$ cat src/rtl/bus6502_xfer.sv
// Bus-cycle sequencer: runs one byte/half/word request from the RV32 load/store/fetch
// unit as consecutive little-endian byte cycles on a 6502-style 8-bit bus.
// Handles RDY stretching, AEC release, memory lock, vector pull and read-data extension.
module bus6502_xfer #(
  parameter int unsigned DATA_BYTES   = 4,
  parameter int unsigned ADDR_W       = 16,
  parameter int unsigned STRICT_ALIGN = 1,
  parameter int unsigned SYNC_RDY     = 1,
  parameter int unsigned RDY_WRITES   = 0
) (
  input  logic                    PH0IN,
  input  logic                    rst,
  // Core-side request/response
  input  logic                    req_valid,
  output logic                    req_ready,
  input  logic [ADDR_W-1:0]       req_addr,
  input  logic [1:0]              req_size,
  input  logic                    req_we,
  input  logic                    req_signed,
  input  logic                    req_fetch,
  input  logic [8*DATA_BYTES-1:0] req_wdata,
  output logic                    rsp_valid,
  output logic                    rsp_err,
  output logic [8*DATA_BYTES-1:0] rsp_rdata,
  // External bus
  input  logic                    RDY,
  input  logic                    AEC,
  output logic [ADDR_W-1:0]       A_o,
  output logic                    A_oe,
  output logic                    RWn_oe,
  output logic                    RWn,
  output logic [7:0]              D_o,
  output logic                    D_oe,
  input  logic [7:0]              D_i,
  output logic                    SYNC,
  output logic                    MLn,
  output logic                    VPn
);

  localparam int unsigned DW = 8 * DATA_BYTES;
  // Lowest address of the six-byte vector area at the top of memory
  localparam logic [ADDR_W-1:0] VecBase = {ADDR_W{1'b1}} - ADDR_W'(5);

  typedef enum logic [1:0] {StIdle, StXfer, StResp} state_e;

  state_e          state_q;
  logic [1:0]      idx_q;
  logic [1:0]      last_q;
  logic            we_q;
  logic            signed_q;
  logic            rdy_q;
  logic [DW-1:0]   wdata_q;
  logic [DW-1:0]   data_q;

  logic [3:0]      req_n;
  logic [1:0]      req_mask;
  logic            req_err;
  logic            rdy_eff;
  logic            step;
  logic [ADDR_W-1:0] addr_inc;
  logic [DW-1:0]   wsh;
  logic [DW-1:0]   rdata_next;
  logic [DW-1:0]   rdata_ext;
  logic            msb;

  // Bus enables follow AEC directly; data is only driven during a write cycle
  assign A_oe   = AEC;
  assign RWn_oe = AEC;
  assign D_oe   = AEC & ~RWn;

  // Request decode: byte count, alignment mask and error classification
  always_comb begin
    req_n = 4'd1 << req_size;
    unique case (req_size)
      2'd0:    req_mask = 2'd0;
      2'd1:    req_mask = 2'd1;
      default: req_mask = 2'd3;
    endcase
    req_err = (32'(req_n) > DATA_BYTES) ||
              ((STRICT_ALIGN != 0) && ((req_addr[1:0] & req_mask) != 2'd0));
  end

  // Byte-cycle completion qualifier; writes may bypass RDY
  always_comb begin
    rdy_eff  = ((SYNC_RDY != 0) ? rdy_q : RDY) | ((RDY_WRITES == 0) && we_q);
    step     = (state_q == StXfer) && rdy_eff && AEC;
    addr_inc = A_o + ADDR_W'(1);
    wsh      = wdata_q >> 8;
  end

  // Merge the current read byte and extend the result above the last byte
  always_comb begin
    rdata_next = data_q;
    for (int b = 0; b < int'(DATA_BYTES); b++) begin
      if (b == int'(idx_q)) rdata_next[8*b +: 8] = D_i;
    end
    msb = 1'b0;
    for (int b = 0; b < int'(DATA_BYTES); b++) begin
      if (b == int'(last_q)) msb = rdata_next[8*b+7];
    end
    rdata_ext = '0;
    for (int b = 0; b < int'(DATA_BYTES); b++) begin
      if (b <= int'(last_q)) rdata_ext[8*b +: 8] = rdata_next[8*b +: 8];
      else                   rdata_ext[8*b +: 8] = {8{signed_q & msb}};
    end
  end

  // Sequencer FSM with registered bus and response outputs
  always_ff @(posedge PH0IN or posedge rst) begin
    if (rst) begin
      state_q   <= StIdle;
      idx_q     <= '0;
      last_q    <= '0;
      we_q      <= 1'b0;
      signed_q  <= 1'b0;
      rdy_q     <= 1'b0;
      wdata_q   <= '0;
      data_q    <= '0;
      req_ready <= 1'b1;
      rsp_valid <= 1'b0;
      rsp_err   <= 1'b0;
      rsp_rdata <= '0;
      A_o       <= '0;
      RWn       <= 1'b1;
      D_o       <= '0;
      SYNC      <= 1'b0;
      MLn       <= 1'b1;
      VPn       <= 1'b1;
    end else begin
      rdy_q <= RDY;
      unique case (state_q)
        StIdle: begin
          if (req_valid) begin
            req_ready <= 1'b0;
            we_q      <= req_we;
            signed_q  <= req_signed;
            last_q    <= req_mask;
            idx_q     <= '0;
            wdata_q   <= req_wdata;
            data_q    <= '0;
            if (req_err) begin
              // No bus cycle: straight to an error response
              state_q   <= StResp;
              rsp_valid <= 1'b1;
              rsp_err   <= 1'b1;
              rsp_rdata <= '0;
            end else begin
              state_q <= StXfer;
              A_o     <= req_addr;
              RWn     <= ~req_we;
              D_o     <= req_wdata[7:0];
              SYNC    <= req_fetch;
              MLn     <= ~(req_we && (req_size != 2'd0));
              VPn     <= ~(~req_we && (req_addr >= VecBase));
            end
          end
        end
        StXfer: begin
          if (step) begin
            data_q <= rdata_next;
            idx_q  <= idx_q + 2'd1;
            if (idx_q == last_q) begin
              state_q   <= StResp;
              rsp_valid <= 1'b1;
              rsp_err   <= 1'b0;
              rsp_rdata <= we_q ? '0 : rdata_ext;
              RWn       <= 1'b1;
              SYNC      <= 1'b0;
              MLn       <= 1'b1;
              VPn       <= 1'b1;
            end else begin
              A_o     <= addr_inc;
              wdata_q <= wsh;
              D_o     <= wsh[7:0];
              VPn     <= ~(~we_q && (addr_inc >= VecBase));
            end
          end
        end
        StResp: begin
          state_q   <= StIdle;
          rsp_valid <= 1'b0;
          rsp_err   <= 1'b0;
          rsp_rdata <= '0;
          req_ready <= 1'b1;
        end
        default: state_q <= StIdle;
      endcase
    end
  end

endmodule

$ cat config.mk
export PLATFORM = sky130hd
export DESIGN_NAME = bus6502_xfer
export DESIGN_NICKNAME = d
export VERILOG_FILES = /design/src/rtl/bus6502_xfer.sv
export SDC_FILE = /design/constraint.sdc
export NUM_CORES = 1
export LEC_CHECK = 0
export CAP_MARGIN = 20
export CORE_ASPECT_RATIO = 0.9
export CORE_MARGIN = 1
export CORE_UTILIZATION = 45
export DETAILED_ROUTE_END_ITERATION = 12
export DONT_BUFFER_PORTS = 1
export PLACE_DENSITY = 0.67
export SLEW_MARGIN = 30
export SYNTH_ARGS = -nofsm -noshare
export SYNTH_HDL_FRONTEND = slang
export SYNTH_SLANG_ARGS = --single-unit
export TNS_END_PERCENT = 5
$ cat constraint.sdc
create_clock -name PH0IN -period 4.8 [get_ports PH0IN]
set_input_delay 0.24 -clock PH0IN [delete_from_list [all_inputs] [get_ports PH0IN]]
set_output_delay 0.24 -clock PH0IN [all_outputs]
set_load 0.005 [all_outputs]
# Word level (Yosys, flattened, before mapping)
# Cells that the tools add are included.
# Widths: inputs -> output; s select.
[word_totals]
reg_bits = 136
inputBits = 66
elab_cells = 144
output_inout_bits = 66
[classes]
shifts = 1
muxes = 67
n_eq_ne = 16
reduce_logical = 24
add_sub_neg = 2
n_lt_le_gt_ge = 6
n_bitwise = 10
[ops]
columns = ["operator", "count"]
rows = [
  ["$mux 32", 10],
  ["$pmux 32 s2", 2],
  ["$pmux 32 s3", 1],
  ["$mux 8", 11],
  ["$mux 16", 4],
  ["$ge 16x16->1 const B", 2],
  ["$pmux 16 s2", 1],
  ["$mux 1", 21],
  ["$add 16x1->16 const B", 1],
  ["$pmux 8 s2", 1],
  ["$reduce_and 5->1", 3],
  ["$mux 2", 6],
  ["$pmux 2 s2", 3],
  ["$ne 2x2->1 const B", 5],
  ["$pmux 1 s2", 5],
  ["$eq 2x2->1 const A", 4],
  ["$logic_not 2->1", 4],
  ["$reduce_and 4->1", 2],
  ["$reduce_bool 2->1", 4],
  ["$not 1->1", 6],
  ["$pmux 1 s3", 2],
  ["$reduce_and 3->1", 2],
  ["$logic_and 1x1->1", 5],
  ["$eq 1x2->1 const A", 2],
  ["15 further kinds", 19],
]

# Logic depth before layout (Yosys ltp)
# Gate-level depths: netlist of run 1.
[logic_depth]
depth_word = 12
mapped_depth = 10
ltp_nobuf = 7

# Worst setup path after synthesis of run 1
# No wires, ideal clock.
[synth_timing]
path_kind = "flip-flop to flip-flop"
startpoint = "reg state_q[0]"
endpoint = "reg rsp_rdata[0]"
path_buffers = 2
path_stages_with_launch = 10
slack_ns = 2.596
synth_period_minus_slack_ns = 2.204
required_ns = 4.675
arrival_time_ns = 2.079
path_cell_list = "dfrtp_1 -> inv_1 -> ha_1 -> nor2b_4 -> nor3_4 -> a21oi_4 -> or3_1 -> buf_6 -> buf_6 -> mux2_4"
[synth_via]
elab_chain_len = 5
[synth_rtl]
columns = ["element", "line_no", "text"]
rows = [
  ["from (decl)", "46", "state_e state_q;"],
  ["from (signal assigned)", "111", "state_q <= StIdle;"],
  ["from (signal assigned)", "143", "state_q <= StResp;"],
  ["from (signal assigned)", "148", "state_q <= StXfer;"],
  ["$eq 2x1->1", "86, 131", ""],
  ["$logic_and 1x1->1 (2 in a row)", "86", "step = (state_q == StXfer) && rdy_eff && AEC;"],
  ["$ne 2x2->1 (no line)", "-", ""],
  ["$reduce_and 5->1 (no line)", "-", ""],
  ["to (signal assigned)", "166", "rsp_rdata <= we_q ? '0 : rdata_ext;"],
  ["to (decl)", "24", "output logic [8*DATA_BYTES-1:0] rsp_rdata,"],
]
# Parallel ways exist; a longest one is shown, timed or not.
# A chain may end at the register's enable or synchronous reset.

# Final worst setup path of run 1
[layout_timing]
startpoint = "reg state_q[1]"
endpoint = "reg rsp_rdata[5]"
# The elaborated chain is that of the path after synthesis.

==> flow_metrics.py, run 1 <==
metrics = {
    "sta": {
        "fin_tns_setup_ps": 0,
        "slew_headroom_pct": 38.7,
        "drv_slew": 0,
        "rsz0062_at_grt": "no",
        "slew_at_the_pin_with_the_worst_max_slew_slack_ps": 919,
        "max_freq_mhz": 307,
        "fin_worst_hold_slack_ps": 23.3,
        "final.period_utilization_pct": 67.9,
        "finalClockSkew_ps": 10.8,
        "final.min_clock_period_ps": 3260,
        "finalHoldViolCount": 0,
        "layout_setup_ws_ps": 1540,
        "final-setup-viol-count": 0,
    },
    "critical_path": {
        "end_kind": "register",
        "critPathMostFrequentCell": "sky130_fd_sc_hd__buf_4",
        "timing.rr.end": "rsp_rdata[5]$_DFFE_PP0P_",
        "worst_r2r_startpoint": "state_q[1]$_DFFE_PP0P_",
        "rrSetupSlack_ps": 1540,
        "criticalPathCategory": "reg -> reg",
        "worstRegToRegCells": 8,
        "crit_path_max_fanout": 74,
        "crit_chain": "inv_1 -> ha_2 -> buf_4 -> nor2_1 -> a21oi_4 -> or3_1 -> buf_4 -> mux2_2",
        "cp.arrival_ps": 3560,
        "worst_setup_path_start_kind": "register",
        "crit_path_max_incr_delay_ps": 710,
        "worst_ep_required_time_ps": 5100,
        "crit_slowest_cell": "sky130_fd_sc_hd__buf_4",
    },
    "place": {
        "numPortBuffers": 0,
        "place_worst_setup_slack_ps": 1590,
        "routability_driven_placement_congestion_ratio": 0.814,
        "dp.final_hpwl_mm": 11.1,
    },
    "grt": {
        "grt_overflow_total": 0,
        "grtUsageTotal_pct": 22.3,
        "grt_first_pass_wirelength_mm": 25.3,
        "grt_start_max_net_pins": 78,
        "antenna_found_initial": 0,
        "number_of_global_route_vias_before_repair": 4668,
    },
    "run_status": {
        "outcome": "completed",
    },
    "cts": {
        "clock_tree.buffer_depth": 2,
        "cts_max_level": 4,
        "cts_inserted_buffers": 17,
        "cts_num_sinks": 128,
        "tritoncts": "yes",
        "clk_transition_reported_paths_ps": 60,
        "cts.root.buffer_cell": "sky130_fd_sc_hd__clkbuf_16",
        "cts_resized": 0,
        "post_cts.repair.setup_buffers": 0,
        "clk-insertion-delay-late_ps": 420,
    },
    "synthesis": {
        "post_synth_instance_area_sq_um": 6550,
        "synth-edff-count": 0,
        "post_synth.cell_area_avg_sq_um": 10.0,
        "synth_cells": 653,
        "yosysSeqAreaShare_pct": 49.0,
        "ys_seq_elements": 128,
        "postSynthNetCount": 729,
        "ys.flop_type": "sky130_fd_sc_hd__dfrtp_1",
        "synthArstFlopShare_pct": 100,
        "synth_warnings": 0,
        "distinct_cell_type_count_of_the_synthesized_netlist": 63,
    },
    "floorplanning": {
        "die_height_um": 116,
        "floorplan.initialDensity_pct": 46.4,
        "core_sq_um": 14100,
        "row_count": 41,
        "dieWidth_um": 129,
        "floorplan.die_area_sq_um": 15000,
        "io-pin-count": 132,
    },
    "final_layout": {
        "area_delta_synth_final_pct": 13.5,
        "antenna_cells_inserted": 0,
        "layout.cells.most_common": "sky130_fd_sc_hd__dfrtp_1",
        "fraction_of_final_layout_cells_with_drive_strength_greater_than_1_pct": 11.8,
        "layout.cells.most_common_list": "124 x sky130_fd_sc_hd__dfrtp_1, 84 x sky130_fd_sc_hd__nand2_1, 56 x sky130_fd_sc_hd__o21ai_0",
        "num-fill-cells": 1227,
        "nets": 718,
    },
    "drt": {
        "number_of_drc_markers_after_the_initial_detailed_route_iteration": 425,
        "wire_per_inst_um": 19.4,
        "routed_wl_mm": 16.4,
        "ant_nets": 0,
        "via_per_inst": 5.84,
        "drc_errors": 0,
        "vias_after_detailed_routing": 4949,
        "drt-pass1-iter-count": 4,
    },
    "hold_path": {
        "hold_path.startpoint": "req_wdata[2]",
        "min_to": "D_o[2]$_DFFE_PP0P_",
        "hp-class": "in -> reg",
        "hold_depth": 2,
    },
    "power_and_ir_drop": {
        "leakagePower_nw": 3.11,
        "max-vdd-ir-drop_uv": 442,
        "power_density_nw_per_um2": 679,
    },
    "job": {
        "cap_viol_max_count": 0,
    },
}
==> per-layer routing <==
| layer | part of all wire, % | GRT usage [%] | vias to the layer above |
|---|---|---|---|
| met1 | 44 | 30.1 | 2426 |
| met5 | 0 | 0 | - |
| li1 | - | - | 2323 |
| met4 | 1.6 | 9.18 | 0 |
| met2 | 46 | 33.0 | 177 |
| met3 | 7.8 | 7.28 | 23 |
==> metrics by stage <==
step                      area, sq um  power [W]  util, %  instances
after floorplan                  6550    0.00320        -        653
after global placement           6600    0.00349     46.8        800
after detailed placement         6620    0.00359     46.9        801
after CTS                        7430    0.00506     52.7        848
after global routing             7430    0.00536     52.7        848
final                            7430    0.00504     52.7        848
==> sequential cells by signal (all words and copies together) (netlist names), 2 cells and up <==
name and flops:
data_q 32, D_o 8, state_q 2, A_o 16
idx_q 2, rsp_rdata 32, last_q 2, wdata_q 24
==> worst max-delay path, delay by kind of cell (launching register included) <==
kind                     cells  cell delay, ps
adder cells (fa/ha/maj)      1             180
AO/OA/AOI/OAI                1             330
flip-flops                   1             410
buffers and inverters        3            1160
AND/OR/NAND/NOR              2             640
multiplexers                 1             380
==> cells in the mapped netlist, types with 6 or more instances <==
cell type	n	share of area (%)
sky130_fd_sc_hd__dfrtp_1	124	47
sky130_fd_sc_hd__nand2_1	84	4.8
sky130_fd_sc_hd__o21ai_0	56	4.3
sky130_fd_sc_hd__a21oi_1	53	4.1
sky130_fd_sc_hd__mux2i_1	53	8.1
sky130_fd_sc_hd__nor2_1	44	2.5
sky130_fd_sc_hd__a22o_1	25	3.3
sky130_fd_sc_hd__clkbuf_1	23	1.3
sky130_fd_sc_hd__mux2_2	15	2.6
sky130_fd_sc_hd__nand3_1	15	1.1
sky130_fd_sc_hd__buf_2	14	1.1
sky130_fd_sc_hd__inv_1	12	0.69
sky130_fd_sc_hd__ha_1	10	1.9
sky130_fd_sc_hd__buf_1	8	0.46
sky130_fd_sc_hd__o2bb2ai_1	8	1.1
sky130_fd_sc_hd__nand4_1	6	0.57
==> kinds of logic (layout without fill, tap and decap cells) <==
kind of cell    Yosys count  count (layout)  synth area share [%]
xor+xnor                  5               5                 0.898
flops                   128             128                  49.0
simple gates            187             187                  13.2
fa+ha+maj                10              10                  1.91
mux                      73              73                  11.8
buf+inv                  63              65                  4.28
compound gates          187             187                  18.9
==> final cells by class <==
type	count	area [sq um]	area share, %
Timing Repair Buffer	20	191	2.58
Sequential cell	128	3210	43.2
Clock buffer	19	453	6.09
Clock inverter	13	208	2.79
Inverter	13	53.8	0.724
Tap cell	193	241	3.25
Multi-Input combinational cell	462	3080	41.4
==> how the worst max path moves through the flow <==
stage / to / from / slack, ps / cells after the start
after floorplan: A_o[0]$_DFFE_PP0P_ / rst / 1150 / 1
after global placement: wdata_q[18]$_DFFE_PP0P_ / state_q[1]$_DFFE_PP0P_ / 1660 / 8
after detailed placement: rsp_rdata[5]$_DFFE_PP0P_ / state_q[1]$_DFFE_PP0P_ / 1590 / 8
after CTS: rsp_rdata[5]$_DFFE_PP0P_ / state_q[1]$_DFFE_PP0P_ / 1570 / 8
after global routing: rsp_rdata[5]$_DFFE_PP0P_ / state_q[1]$_DFFE_PP0P_ / 1370 / 8
final: rsp_rdata[5]$_DFFE_PP0P_ / state_q[1]$_DFFE_PP0P_ / 1540 / 8
==> report_power, final <==
group	leakage, nW	switching, W	internal, W
combinational	1.16	0.00108	0.000689
sequential	1.64	0.000411	0.00143
clock	0.312	0.000488	0.000949
total	3.11	0.00197	0.00307
==> timing repair <==
item,in CTS,in global routing
setup endpoints to repair,0,0
hold buffers,15,0
hold endpoints to repair,90,0
Power figures use the tool's default switching activity.
==> run 2: changes to the inputs <==
- clock period: 4.8 -> 3 ns (I/O delays scaled with it)
==> run 2 against run 1 <==
Die area stayed put. Cell count is 6.3% higher. Sequential power increased by 58%. Clock skew shrank 2.6 ps. Sequential share of layout area fell by 2.7 points. Maximum frequency rose by 20%. Critical endpoint is now A_o[5]$_DFFE_PP0P_. Largest power group is now combinational logic.
==> flow_metrics.py, run 2 (synthesis results as in run 1) <==
metrics = {
    "critical_path": {
        "worst_setup_path_start_kind": "register",
        "crit_path_max_fanout": 45,
        "worst_ep_required_time_ps": 3300,
        "criticalPathCategory": "reg -> reg",
        "crit_path_max_incr_delay_ps": 480,
        "cp.arrival_ps": 3020,
        "critPathMostFrequentCell": "sky130_fd_sc_hd__buf_4",
        "crit_chain": "inv_1 -> ha_2 -> buf_4 -> buf_4 -> nand3_1 -> and3b_1 -> o21a_1 -> o22a_1",
        "crit_slowest_cell": "sky130_fd_sc_hd__buf_4",
        "end_kind": "register",
    },
    "floorplanning": {
        "io-pin-count": 132,
        "core_sq_um": 14100,
        "die_height_um": 116,
        "dieWidth_um": 129,
        "floorplan.initialDensity_pct": 46.4,
        "floorplan.die_area_sq_um": 15000,
        "row_count": 41,
    },
    "cts": {
        "clock_tree.buffer_depth": 2,
        "cts_num_sinks": 128,
        "cts.root.buffer_cell": "sky130_fd_sc_hd__clkbuf_16",
        "clk-insertion-delay-late_ps": 410,
        "cts_inserted_buffers": 17,
        "cts_max_level": 4,
        "post_cts.repair.setup_buffers": 0,
        "clk_transition_reported_paths_ps": 60,
        "tritoncts": "yes",
    },
    "final_layout": {
        "combined_area_of_the_multi_input_logic_cells_sq_um": 3080,
        "nets": 772,
        "num-fill-cells": 1221,
        "area_delta_synth_final_pct": 21.1,
        "layout.cells.most_common_list": "124 x sky130_fd_sc_hd__dfrtp_1, 84 x sky130_fd_sc_hd__nand2_1, 60 x sky130_fd_sc_hd__dlygate4sd3_1",
        "largest_registers": "data_q x32, rsp_rdata x32, wdata_q x24",
        "final_core_util_pct": 56.2,
        "layout.cells.most_common": "sky130_fd_sc_hd__dfrtp_1",
        "layout.area.seq_sq_um": 3210,
        "fraction_of_final_layout_cells_with_drive_strength_greater_than_1_pct": 12.0,
        "antenna_cells_inserted": 0,
    },
    "power_and_ir_drop": {
        "power_density_nw_per_um2": 1020,
        "finalPower_w": 0.00810,
        "max-vdd-ir-drop_uv": 630,
        "leakagePower_nw": 3.32,
    },
    "sta": {
        "finalHoldViolCount": 0,
        "drv_slew": 0,
        "slew_at_the_pin_with_the_worst_max_slew_slack_ps": 781,
        "max_freq_mhz": 367,
        "fin_tns_setup_ps": 0,
        "final-setup-viol-count": 0,
        "finalClockSkew_ps": 8.25,
        "rsz0062_at_grt": "no",
        "final.min_clock_period_ps": 2720,
        "final.period_utilization_pct": 90.8,
        "slew_headroom_pct": 47.9,
    },
    "grt": {
        "number_of_global_route_vias_before_repair": 5077,
        "grtUsageTotal_pct": 23.5,
        "grt_overflow_total": 0,
        "antenna_found_initial": 0,
        "grt_first_pass_wirelength_mm": 27.0,
        "grt_start_max_net_pins": 70,
    },
    "drt": {
        "vias_after_detailed_routing": 5185,
        "wire_per_inst_um": 19.3,
        "drc_errors": 0,
        "routed_wl_mm": 17.4,
        "drt-pass1-iter-count": 5,
        "number_of_drc_markers_after_the_initial_detailed_route_iteration": 427,
        "ant_nets": 0,
        "via_per_inst": 5.75,
    },
    "place": {
        "dp.final_hpwl_mm": 11.5,
        "numPortBuffers": 0,
        "routability_driven_placement_congestion_ratio": 0.862,
    },
    "run_status": {
        "outcome": "completed",
    },
    "hold_path": {
        "hp-class": "in -> reg",
    },
    "job": {
        "cap_viol_max_count": 0,
    },
}
[run 2: report_power, final]
part	internal [W]	switching (W)	total [W]
registers	0.00229	0.000617	0.00291
clock network	0.00141	0.000783	0.00220
logic	0.00118	0.00180	0.00299
[run 2: path summary, 6_finish.rpt]
| path | startpoint | endpoint | slack [ps] | depth (start not counted) |
|---|---|---|---|---|
| max | state_q[1]$_DFFE_PP0P_ | A_o[5]$_DFFE_PP0P_ | 280 | 8 |
| min reg2reg | data_q[16]$_DFFE_PP0P_ | data_q[16]$_DFFE_PP0P_ | 480 | 2 |
| max reg2reg | state_q[1]$_DFFE_PP0P_ | A_o[5]$_DFFE_PP0P_ | 280 | 8 |
| min in group asynchronous | rst | state_q[1]$_DFFE_PP0P_ | 360 | 2 |
| max in group asynchronous | rst | VPn$_DFFE_PP1P_ | 1780 | 3 |
| min | D_i[3] | data_q[11]$_DFFE_PP0P_ | 8 | 2 |
[run 2: final cells by class]
class / count / area share (%)
sequential: 128 / 40.5
multi-input combinational: 462 / 38.8
timing repair buffer: 74 / 9.06
clock buffer: 19 / 5.59
tap: 193 / 3.05
clock inverter: 12 / 2.34
inverter: 13 / 0.663
[run 2: routing by layer]
layer	share of wire, %	up-vias	global-route usage, %
li1	-	2429	-
met3	7.6	27	7.38
met2	48	205	37.0
met5	0	-	0
met1	43	2524	31.2
met4	1.4	0	7.29
[run 2: worst max-delay path: cells and delay by family (launching register included)]
kind | cells | cell delay, ps
buffers and inverters | 3 | 1000
flip-flops | 1 | 420
adder cells (fa/ha/maj) | 1 | 200
AND/OR/NAND/NOR | 2 | 600
AO/OA/AOI/OAI | 2 | 360
[run 2: metrics by stage]
stage                     cells  hold slack (ps)  instance area (sq um)  setup WS [ps]
final                       901             8.49                   7930            276
after CTS                   899            0.583                   7910            299
after detailed placement    810              182                   6700            312
after global routing        901             10.8                   7930           86.7
after floorplan             653              181                   6550            796
after global placement      810              182                   6690            417
[run 2: repair_timing]
item / CTS / global route
resized for setup: 0 / 0
hold buffers: 58 / 2
endpoints found under the hold margin: 101 / 2
